<file path="src/rtl/arcadia_hit_pkg.sv">
// Shared types for the core region hit collector.
// Record layout, address widths and scan FSM states.
package arcadia_hit_pkg;

  localparam int N_PRS             = 16;
  localparam int PR_DATA_BITS      = 16;
  localparam int CORE_ADDRESS_BITS = 4;
  localparam int PR_ADDR_BITS      = $clog2(N_PRS);

  typedef struct packed {
    logic [CORE_ADDRESS_BITS-1:0] core_address;
    logic [PR_ADDR_BITS-1:0]      pr_address;
    logic [PR_DATA_BITS-1:0]      hitmap;
  } hit_record_t;

  typedef enum logic {
    IDLE,
    SCAN
  } collector_state_t;

endpackage

</file>
<file path="src/rtl/core_region_hit_collector_fifo.sv">
// Synchronous record FIFO; a push and a pop at full is legal.
// Pointers wrap naturally, count carries one extra bit.
module hit_record_fifo
  import arcadia_hit_pkg::*;
#(
  parameter int DEPTH = 8,
  localparam int AW = $clog2(DEPTH)
) (
  input  logic          clk,
  input  logic          rst,
  input  logic          push,
  input  hit_record_t   push_data,
  input  logic          pop,
  output hit_record_t   pop_data,
  output logic          full,
  output logic          empty,
  output logic [AW:0]   count
);

  hit_record_t mem [DEPTH];
  logic [AW-1:0] wr_ptr;
  logic [AW-1:0] rd_ptr;
  logic          push_ok;
  logic          pop_ok;

  assign full     = (count == (AW+1)'(DEPTH));
  assign empty    = (count == '0);
  assign pop_ok   = pop & ~empty;
  assign push_ok  = push & (~full | pop_ok);
  assign pop_data = mem[rd_ptr];

  always_ff @(posedge clk) begin
    if (push_ok) begin
      mem[wr_ptr] <= push_data;
    end
  end

  always_ff @(posedge clk) begin
    if (rst) begin
      wr_ptr <= '0;
      rd_ptr <= '0;
      count  <= '0;
    end else begin
      if (push_ok) wr_ptr <= wr_ptr + 1'b1;
      if (pop_ok)  rd_ptr <= rd_ptr + 1'b1;
      count <= count + (AW+1)'(push_ok) - (AW+1)'(pop_ok);
    end
  end

endmodule

</file>
<file path="src/rtl/core_region_hit_collector.sv">
// Snapshots one core's region hitmaps and streams one record
// per non-empty region, lowest PR first, over valid/ready.
module core_region_hit_collector
  import arcadia_hit_pkg::*;
#(
  parameter int FIFO_DEPTH = 8
) (
  input  logic                                 clk,
  input  logic                                 rst,
  input  logic [CORE_ADDRESS_BITS-1:0]         core_address,
  input  logic [N_PRS-1:0][PR_DATA_BITS-1:0]   region_hitmap,
  input  logic                                 capture,
  output logic                                 busy,
  output logic                                 capture_drop,
  output logic                                 scan_done,
  output logic                                 out_valid,
  input  logic                                 out_ready,
  output logic [CORE_ADDRESS_BITS-1:0]         out_core_address,
  output logic [PR_ADDR_BITS-1:0]              out_pr_address,
  output logic [PR_DATA_BITS-1:0]              out_hitmap,
  output logic [15:0]                          drop_count,
  output logic [15:0]                          record_count
);

  localparam int AW = $clog2(FIFO_DEPTH);

  collector_state_t state_q, state_d;
  logic [N_PRS-1:0][PR_DATA_BITS-1:0] snap_q;
  logic [CORE_ADDRESS_BITS-1:0] core_q;
  logic [N_PRS-1:0] pend_q, pend_d;
  logic [N_PRS-1:0] cap_mask;
  logic [N_PRS-1:0] clr_mask;
  logic [PR_ADDR_BITS-1:0] sel;
  logic push, pop, last;
  logic fifo_full, fifo_empty;
  logic [AW:0] fifo_count;
  logic done_d, drop_d;
  hit_record_t push_rec, head;

  always_comb begin
    for (int i = 0; i < N_PRS; i++) begin
      cap_mask[i] = |region_hitmap[i];
    end
  end

  // Lowest set pending bit wins.
  always_comb begin
    sel = '0;
    for (int i = N_PRS-1; i >= 0; i--) begin
      if (pend_q[i]) sel = PR_ADDR_BITS'(i);
    end
  end

  assign clr_mask = N_PRS'(1) << sel;
  assign last     = ((pend_q & ~clr_mask) == '0);
  assign pop      = ~fifo_empty & out_ready;
  assign push     = (state_q == SCAN) & (~fifo_full | pop);

  assign push_rec.core_address = core_q;
  assign push_rec.pr_address   = sel;
  assign push_rec.hitmap       = snap_q[sel];

  always_comb begin
    state_d = state_q;
    pend_d  = pend_q;
    done_d  = 1'b0;
    drop_d  = 1'b0;
    unique case (state_q)
      IDLE: begin
        if (capture) begin
          pend_d = cap_mask;
          if (|cap_mask) state_d = SCAN;
          else           done_d  = 1'b1;
        end
      end
      SCAN: begin
        drop_d = capture;
        if (push) begin
          pend_d = pend_q & ~clr_mask;
          if (last) begin
            state_d = IDLE;
            done_d  = 1'b1;
          end
        end
      end
      default: state_d = IDLE;
    endcase
  end

  always_ff @(posedge clk) begin
    if (rst) begin
      state_q      <= IDLE;
      pend_q       <= '0;
      snap_q       <= '0;
      core_q       <= '0;
      scan_done    <= 1'b0;
      capture_drop <= 1'b0;
      drop_count   <= '0;
      record_count <= '0;
    end else begin
      state_q      <= state_d;
      pend_q       <= pend_d;
      scan_done    <= done_d;
      capture_drop <= drop_d;
      if (state_q == IDLE && capture) begin
        snap_q <= region_hitmap;
        core_q <= core_address;
      end
      if (drop_d && drop_count != 16'hFFFF) drop_count <= drop_count + 16'd1;
      if (pop) record_count <= record_count + 16'd1;
    end
  end

  hit_record_fifo #(.DEPTH(FIFO_DEPTH)) u_fifo (
    .clk       (clk),
    .rst       (rst),
    .push      (push),
    .push_data (push_rec),
    .pop       (pop),
    .pop_data  (head),
    .full      (fifo_full),
    .empty     (fifo_empty),
    .count     (fifo_count)
  );

  assign busy             = (state_q == SCAN);
  assign out_valid        = ~fifo_empty;
  assign out_core_address = out_valid ? head.core_address : '0;
  assign out_pr_address   = out_valid ? head.pr_address   : '0;
  assign out_hitmap       = out_valid ? head.hitmap       : '0;

endmodule

</file>
<file path="config.mk">
export PLATFORM = sky130hd
export DESIGN_NAME = core_region_hit_collector
export DESIGN_NICKNAME = d
export VERILOG_FILES = /design/src/rtl/arcadia_hit_pkg.sv /design/src/rtl/core_region_hit_collector_fifo.sv /design/src/rtl/core_region_hit_collector.sv
export SDC_FILE = /design/constraint.sdc
export NUM_CORES = 1
export LEC_CHECK = 0
export CAP_MARGIN = 20
export CORE_MARGIN = 1.5
export CORE_UTILIZATION = 50
export CTS_CLUSTER_DIAMETER = 100
export CTS_CLUSTER_SIZE = 30
export DETAILED_ROUTE_END_ITERATION = 6
export GPL_TIMING_DRIVEN = 0
export PLACE_DENSITY_LB_ADDON = 0.15
export RECOVER_POWER = 100
export SYNTH_ARGS = -nofsm -noshare
export SYNTH_HDL_FRONTEND = slang
export SYNTH_HIERARCHICAL = 1
export SYNTH_SLANG_ARGS = --single-unit
</file>
<file path="constraint.sdc">
create_clock -name clk -period 12.1 [get_ports clk]
set_clock_uncertainty 0.15 [all_clocks]
set_input_delay 3.63 -clock clk [delete_from_list [all_inputs] [get_ports clk]]
set_output_delay 3.63 -clock clk [all_outputs]
set_load 0.05 [all_outputs]
</file>
### After elaboration in Yosys (flattened, before gate mapping)

Memories as Yosys holds them, arrays and structs flattened. A register that Yosys moved wholly into a read port is not among the register bits.
Cells that the tools add are included.

* memories: 1
* input bits: 264
* bits in writable memories: 192
* output and inout bits: 60
* register bits: 321
* word-level logic and storage cells: 111

Memories
* u_fifo.mem: words 8, width 24, read ports 1, clocked after Yosys merged registers in 1, write ports 1, line core_region_hit_collector_fifo.sv:20 `hit_record_t mem [DEPTH];`

* multiplexer cells: 39
* shifts and indexed selects: 1
* reduce and logical (&&, ||, !) cells: 22
* bitwise logic cells: 11
* magnitude comparators: 1
* add/subtract/negate cells: 6
* equality and inequality tests: 4

Operators by type and width (count)
* $reduce_or A16 Y1: 16
* $reduce_or A256 Y1: 1
* $mux W4: 18
* $bmux W16 S4: 1
* $mux W16: 4
* $add A16 B1 Y16 const B: 2
* $pmux W16 S2: 1
* $and A16 B16 Y16: 1
* $logic_not A16 Y1: 1
* $ne A16 B16 Y1 const B: 1
* $not A16 Y16: 1
* $shl A1 B4 Y16 const A: 1
* $mux W1: 11
* $add A3 B1 Y3 const B: 2
* $mux W3: 2
* $lt A4 B5 Y1 const B: 1
* $add A4 B1 Y4: 1
* $and A1 B1 Y1: 4
* $eq A4 B4 Y1 const B: 1
* $logic_not A4 Y1: 1
* $pmux W1 S2: 2
* $sub A4 B1 Y4: 1
* $not A1 Y1: 3
* $logic_and A1 B1 Y1: 2
* other kinds (4): 5

### Depth between registers and ports, before layout

Gate-level depths: netlist (run 1).

* depth in word-level cells: 23
* depth in mapped cells: 14
* depth with buffers taken out: 13

### Cells and area by module

The synthesis (run 1) kept the hierarchy.

By module, submodules not included
* core_region_hit_collector: cells an instance 1911, area each 14259.9 µm², seq. area each 6226.0 µm², instances 1
* hit_record_fifo: cells an instance 367, area each 7975.1 µm², seq. area each 6025.8 µm², instances 1

### Worst setup path after synthesis (run 1)

No wires, ideal clock.

* kind: in2reg
* from: input port out_ready
* to: memory u_fifo/mem[1][0] in the netlist's numbering (enable)
* stages: 5
* arrival: 6994 ps
* required time: 11484 ps
* library setup time: 466 ps
* setup slack: 4490 ps
* path through: nand2_1 a21oi_1 clkbuf_1 nand2_1 nor4_1

* longest elaborated chain between the ends: 6
* elaborated cells on any way between the ends: 8

RTL lines
* from (decl): line core_region_hit_collector.sv:17 `input logic out_ready,`
* $and A1 B1 Y1: line core_region_hit_collector.sv:56 `assign pop = ~fifo_empty & out_ready;`
* $or A1 B1 Y1: line core_region_hit_collector.sv:57 `assign push = (state_q == SCAN) & (~fifo_full | pop);`
* $and A1 B1 Y1: line core_region_hit_collector.sv:57
* net push: line core_region_hit_collector.sv:34 `logic push, pop, last;`
* $and A1 B1 Y1: line core_region_hit_collector_fifo.sv:29 `assign push_ok = push & (~full | pop_ok);`
* $mux W1: line core_region_hit_collector_fifo.sv:33 `if (push_ok) begin`
* $mux W1 (not written as such): line core_region_hit_collector_fifo.sv:34 `mem[wr_ptr] <= push_data;`
* to (decl): line core_region_hit_collector_fifo.sv:20

The timed path passes the listed nets, and every way through them passes these cells.

### Worst setup path in the final report (run 1)

* from: input port out_ready
* to: memory u_fifo/mem[5][11] in the netlist's numbering (enable)

Same word-level chain as after synthesis.

==> impl_metrics.toml, run 1 <==
[route]
detail_route.wirelength_mm = 75.65
detail_route.wl_per_cell_um = 23.23
vias = 19252
drt_first_iter_violations = 1817
detailedRoute.firstPassIterationCount = 5
route.detailed.vias_per_inst = 5.911
drc = 0
route.antenna.remaining_nets = 0

[synth]
synth-main-ff-cell = "dfxtp_1"
synth_area_leader_cell = "dfxtp_1"
synth_cells = 2278
synth_area_leaders = "dfxtp_1 (29%), edfxtp_1 (26%), nand2_1 (10%)"
synth.yosys.warnings = 6
synth_cell_types = 69
synth-seq-cells = 516
number_of_enable_type_register_cells_in_the_synthesized_netlist = 192
synthMostInstantiatedCell = "nand2_1"
syn-cell-area_mm2 = 0.02224
synth_async_sr_flop_share_pct = 0
synthDominantCellAreaShare_pct = 29.17
ys_seq_area_share_pct = 55.10
syn-num-nets = 2552
postSynthAreaPerCell_um2 = 9.761
netlist_top_cells_count = "nand2_1 (607), dfxtp_1 (324), a21oi_1 (310)"

[floorplan]
ios = 324
row_count = 77
fp.dieH_um = 213.9
initial_core_util_pct = 50.50
die_w_um = 213.9
die_outline_area_mm2 = 0.04574
core_area_mm2 = 0.04403

[clock_network]
insertion_delay_to_the_later_sink_of_the_worst_skew_pair_ps = 580
cts_tree = "built"
clock_sink_count = 516
cts_max_level = 1
numCtsBuffers = 21
cts_resized = 0
cts.reportedPaths.clkPinSlew_ps = 110
cts_hold_buf = 0
cts_root_buf = "clkbuf_16"
max-clock-path-buffers = 3
cts_setup_buffers = 0

[critical_path]
critPathMostFrequentCell = "clkbuf_1"
reg2reg_setup_slack_ps = 6780
timing.rr.start = "u_fifo/count[2]"
worst_reg2reg_path_length_in_cells = 11
highest_fanout_seen_on_the_critical_path = 10
worstPathRequired_ps = 12160
worstPathCellList = "dlygate4sd3_1, nand2_1, a21oi_1, clkbuf_1, nand2_1, nor3_1, clkbuf_1, clkbuf_1"
criticalPathCategory = "in -> reg"
worstPathBufferInverterCount = 4
regToRegEndpoint = "u_fifo/mem[5][11]"
setup.worst_path.end_class = "register"
critical-path-slowest-cell = "nor3_1"
cp.arrival_ps = 7830
delay_of_the_slowest_critical_path_stage_ps = 1090
critPathTopFamily = "buffers and inverters"
startpoint_type = "input pin"

[run]
number_of_max_capacitance_violations_reported = 1

[sta]
min_period_over_period_pct = 64.21
rsz0062_at_grt = "no"
slew_viol_final = 11
worst_slew_pin_slew_ps = 1631
maxSlewHeadroom_pct = -8.966
tns_ps = 0
timing.final.crit_period_ps = 7769
timing.final.hold_violations = 0
finalSetupViolations = 0
max_freq_mhz = 128.7

[grt]
grt_first_pass_wirelength_mm = 109.9
groute.usage.overall_pct = 32.62
initial_antenna_violation_count = 0
first_global_vias = 18425
grt_remaining_overflow = 0
grt_start_max_net_pins = 32

[final_layout]
stdcell_area_mm2 = 0.02691
post_route_cells_drive_above_1_share_pct = 4.728
num-nets-final = 2930
insertedDiodeCount = 0
area.growth.synth_to_final_pct = 21.02

[power_and_ir_drop]
ir_drop_worst_vdd_mv = 0.1344
p_per_area_mw_per_mm2 = 157.2
leakage_uw = 0.009424

[outcome]
violations_in_the_final_reports = "max-capacitance violations, max-slew violations"
result_of_the_run = "finished with violations"

[worst_hold_path]
worst_hold_path.num_cells = 2
hold-path-endpoint = "snap_q[252]"
holdCritPathClass = "reg -> reg"
worst_hold_startpoint = "snap_q[252]"

[placed_design]
dp.final_hpwl_mm = 58.62
routabilityCongestion = 1.013
portBuffers = 323
dpl-instance-area_mm2 = 0.02653
-- how the worst max path moves through the flow --
stage | slack [ps] | depth (start not counted) | from | to
after floorplan | 4490 | 5 | out_ready | u_fifo/mem[1][0]
after global placement | 740 | 6 | out_ready | u_fifo/mem[1][9]
after detailed placement | 4860 | 8 | out_ready | u_fifo/mem[5][11]
after CTS | 4910 | 6 | u_fifo/count[2] | out_hitmap[13]
after global routing | 4040 | 9 | out_ready | u_fifo/mem[7][9]
final | 4330 | 8 | out_ready | u_fifo/mem[5][11]
-- cell type report --
cell class              instances  area [µm²]
clock buffers                  30       559.3
repair buffers                355        3353
clock inverters                 2       38.79
fillers                      3865       17120
flip-flops and latches        516       12250
multi-input cells            1588        9238
plain buffers                 157       663.1
inverters                      17       63.81
well taps                     592       740.7
-- power breakdown --
part	switching, µW	internal, µW	total, µW
clock network	541	333	874
logic	882	453	1340
registers	63.4	1960	2020
-- stage by stage --
stage	setup WS, ps	cells	hold slack [ps]	util, %	power [µW]
3_3_place_gp	743.1	3193	289.4	59.53	3372
2_1_floorplan	4490	2278	281.8	-	2850
4_1_cts	4908	3252	309.0	61.62	4255
3_5_place_dp	4857	3220	296.8	60.26	3409
5_1_grt	4039	3257	326.5	61.12	4384
6_report	4331	3257	310.3	61.12	4231
-- flip-flops by register name, indices dropped and copies added, names as in the netlist, named ones only --
| signal | count |
|---|---|
| busy | 1 |
| capture_drop | 1 |
| core_q | 4 |
| drop_count | 16 |
| pend_q | 16 |
| record_count | 16 |
| scan_done | 1 |
| snap_q | 256 |
| u_fifo/count | 4 |
| u_fifo/mem | 192 |
| u_fifo/rd_ptr | 3 |
| u_fifo/wr_ptr | 3 |
-- worst reg2reg max path, delay by kind of cell (launching register included) --
family	cells	cell delay [ps]
simple gates	4	1840
buf+inv	5	1810
compound gates	1	580
flops	1	330
fa+ha+maj	1	240
-- layer usage --
layer / track usage, % / part of all wire [%] / wire, µm / up-vias
met5: 0 / 0 / 0 / -
met4: 14.38 / 5.1 / 3840 / 0
met2: 52.47 / 46 / 34620 / 904
li1: - / - / - / 8857
met1: 44.47 / 41 / 31060 / 9325
met3: 3.998 / 8.1 / 6129 / 166
-- cells in the final DEF (no fill, tap or decap), types with 3 or more instances in the layout --
cell             Yosys  layout
nand2_1            607     607
or3_1               13      13
nor3b_1              3       3
a211oi_1            19      19
xnor2_1              7       7
nor2b_1             41      41
edfxtp_1           192     192
nand2b_1            10      10
dlygate4sd3_1        0      62
buf_2               19      14
nor2_1              77      77
mux2i_1             77      77
a21o_1               3       3
and3_1               5       5
a31oi_1              5       5
a221oi_1            30      30
nor3_1              30      30
nand3b_1             4       4
o21ai_0             67      72
mux2_2              26      26
buf_1                3       3
buf_6                6       6
clkbuf_16            0      21
nand3_1             28      28
clkbuf_1           126     172
inv_1               16      16
clkdlybuf4s50_1      0     261
mux4_2              48      48
a21oi_1            310     310
ha_1                 9       9
xor2_1              14      14
nand4_1             24      24
dfxtp_1            324     324
nor4_1              73      74
and4_1               3       3
a22oi_1              9       9
buf_4                3       3
-- logic make-up (layout without fill, tap and decap cells) --
family,count (synthesis),count (layout),synth area share [%]
mux,153,153,9.746
compound gates,473,473,12.06
simple gates,931,931,18.37
flops,516,516,55.10
fa+ha+maj,10,10,0.5965
buf+inv,174,561,3.297
xor+xnor,21,21,0.8272
Note: power is estimated with default switching activity, not from simulation.
==> inputs of run 2 (changes only) <==
--- a/config.mk
+++ b/config.mk
@@ -7,7 +7,7 @@
 export LEC_CHECK = 0
 export CAP_MARGIN = 20
 export CORE_MARGIN = 1.5
-export CORE_UTILIZATION = 50
+export CORE_UTILIZATION = 49
 export CTS_CLUSTER_DIAMETER = 100
 export CTS_CLUSTER_SIZE = 30
 export DETAILED_ROUTE_END_ITERATION = 6
==> constraint.sdc (replaced) <==
create_clock -name clk -period 6.4 [get_ports clk]
set_clock_uncertainty 0.15 [all_clocks]
set_input_delay 1.92 -clock clk [delete_from_list [all_inputs] [get_ports clk]]
set_output_delay 1.92 -clock clk [all_outputs]
set_load 0.05 [all_outputs]
==> run 2 against run 1 <==
Against the previous run:
- the flow now finishes without violations
- worst hold slack got worse by 2.3 ps
- core utilization decreased by 0.56 points
- largest power group unchanged
- critical path type unchanged
- final cell count up 0.12%
- register-to-register slack worse by 5500 ps
- clock-buffer cell count is 1 higher
- die area grew 2.0%
- sequential power up 89%
- design area up 0.17%
- largest cell class unchanged
- sequential share of layout area shrank 0.078 points
- power up 89%
- global-route usage fell by 0.89 points
- first-iteration DRC count down 2.4%
==> impl_metrics.toml, run 2 (same netlist as run 1, synthesis figures left out) <==
[sta]
finalSetupViolations = 0
max_freq_mhz = 180.7
timing.final.crit_period_ps = 5535
tns_ps = 0
slew_viol_final = 0
min_period_over_period_pct = 86.49
rsz0062_at_grt = "no"
worst_slew_pin_slew_ps = 1403
final_critical_path_setup_slack_ps = 864.6
timing.final.hold_violations = 0
maxSlewHeadroom_pct = 5.467

[route]
drc = 0
route.detailed.vias_per_inst = 5.852
detailedRoute.firstPassIterationCount = 5
detail_route.wirelength_mm = 75.53
detail_route.wl_per_cell_um = 23.16
route.antenna.remaining_nets = 0
drt_first_iter_violations = 1773
vias = 19083

[outcome]
result_of_the_run = "complete, no violations"

[grt]
initial_antenna_violation_count = 2
grt_remaining_overflow = 0
first_global_vias = 18555
grt_first_pass_wirelength_mm = 110.7
grt_start_max_net_pins = 32
groute.usage.overall_pct = 31.73

[placed_design]
dp.final_hpwl_mm = 58.20
portBuffers = 323
post-place-ws_ps = 950.4
routabilityCongestion = 0.9851

[power_and_ir_drop]
leakage_uw = 0.009455
power.switching_fraction_pct = 35.02
internal_power_uw = 5197
power_frac_comb_pct = 31.6
share_seq_of_total_power_pct = 47.8
pwr-share-clk_pct = 20.6
power_switching_uw = 2801
p_per_area_mw_per_mm2 = 296.7
ir_drop_worst_vdd_mv = 0.2852

[critical_path]
criticalPathCategory = "in -> reg"
reg2reg_setup_slack_ps = 1310
timing.rr.start = "pend_q[7]"
highest_fanout_seen_on_the_critical_path = 10
worst_reg2reg_path_length_in_cells = 9
cp.arrival_ps = 5600
worstPathRequired_ps = 6460
startpoint_type = "input pin"
worstPathCellList = "dlygate4sd3_1, nand2_1, inv_1, nor2b_1, o21ai_0, nor3_1, clkbuf_1"
timing.critical_path.from = "out_ready"
delay_of_the_slowest_critical_path_stage_ps = 1160
critical-path-slowest-cell = "nor3_1"
regToRegEndpoint = "u_fifo/mem[6][6]"
setup.worst_path.end_class = "register"

[clock_network]
cts_root_buf = "clkbuf_16"
cts.reportedPaths.clkPinSlew_ps = 120
clock_sink_count = 516
numCtsBuffers = 21
cts_max_level = 1
cts_tree = "built"
insertion_delay_to_the_later_sink_of_the_worst_skew_pair_ps = 580
cts_setup_buffers = 0
cts_resized = 0
max-clock-path-buffers = 3
cts_hold_buf = 0

[final_layout]
post_route_cells_drive_above_1_share_pct = 5.024
largestRegisters = "snap_q (256), u_fifo/mem (192)"
largest_register_ff_count = 256
final_core_util_pct = 60.56
registers.top_by_ff_count = "snap_q"
final_common_cell = "nand2_1"
area.growth.synth_to_final_pct = 21.23
n_fill_cell = 3892
final_cell_mix = "nand2_1 (607), dfxtp_1 (324), a21oi_1 (310), clkdlybuf4s50_1 (261), edfxtp_1 (192)"
num-nets-final = 2931

[run]
number_of_max_capacitance_violations_reported = 0

[floorplan]
core_area_mm2 = 0.04451
die_outline_area_mm2 = 0.04666
ios = 324
fp.dieH_um = 216.0
row_count = 77
initial_core_util_pct = 49.96
die_w_um = 216.0

[worst_hold_path]
hold-path-endpoint = "snap_q[129]"
holdCritPathClass = "reg -> reg"
worst_hold_path.num_cells = 2
worst_hold_startpoint = "snap_q[129]"
## run 2: power by group through the flow
stage	combinational (µW)	clock [µW]	sequential [µW]
final	2530	1650	3820
after global placement	2480	0	3890
after floorplan	1520	0	3870
after CTS	2550	1660	3820
after global routing	2670	1770	3840
after detailed placement	2540	0	3890
## run 2: through the flow
| stage | hold slack, ps | instances | area (µm²) | total power, µW |
|---|---|---|---|---|
| 6_report | 308.0 | 3261 | 26950 | 7998 |
| 5_1_grt | 327.8 | 3261 | 26950 | 8282 |
| 4_1_cts | 308.5 | 3251 | 27100 | 8026 |
| 3_5_place_dp | 292.4 | 3218 | 26500 | 6434 |
| 3_3_place_gp | 290.6 | 3193 | 26210 | 6369 |
| 2_1_floorplan | 281.8 | 2278 | 22240 | 5387 |
## run 2: layout make-up
class	instances	area (µm²)	area share, %
diodes	2	5.005	0.01857
plain buffers	157	665.6	2.469
clock buffers	31	563.0	2.089
clock inverters	2	38.79	0.1439
inverters	17	63.81	0.2367
multi-input cells	1588	9243	34.29
flip-flops and latches	516	12250	45.45
well taps	592	740.7	2.748
repair buffers	356	3383	12.55
## run 2: per-layer routing
layer	vias to the layer above	track usage, %	share of wire [%]
li1	8874	-	-
met1	9141	41.81	40
met2	910	51.86	47
met3	158	5.652	8.9
met4	0	12.94	4.5
met5	-	0	0
## run 2: how the worst max path moves through the flow
stage | to | cells past startpoint | slack (ps)
5_1_grt | u_fifo/mem[1][9] | 9 | 600
6_report | u_fifo/mem[2][14] | 7 | 860
3_5_place_dp | u_fifo/mem[1][11] | 9 | 950
2_1_floorplan | u_fifo/mem[1][0] | 5 | 500
4_1_cts | out_hitmap[7] | 6 | 1030
3_3_place_gp | u_fifo/mem[1][11] | 6 | -2960
## run 2: critical path, delay by kind of cell
kind | cells | cell delay, ps
buffers and inverters | 3 | 1560
AO/OA/AOI/OAI | 1 | 270
AND/OR/NAND/NOR | 3 | 1830
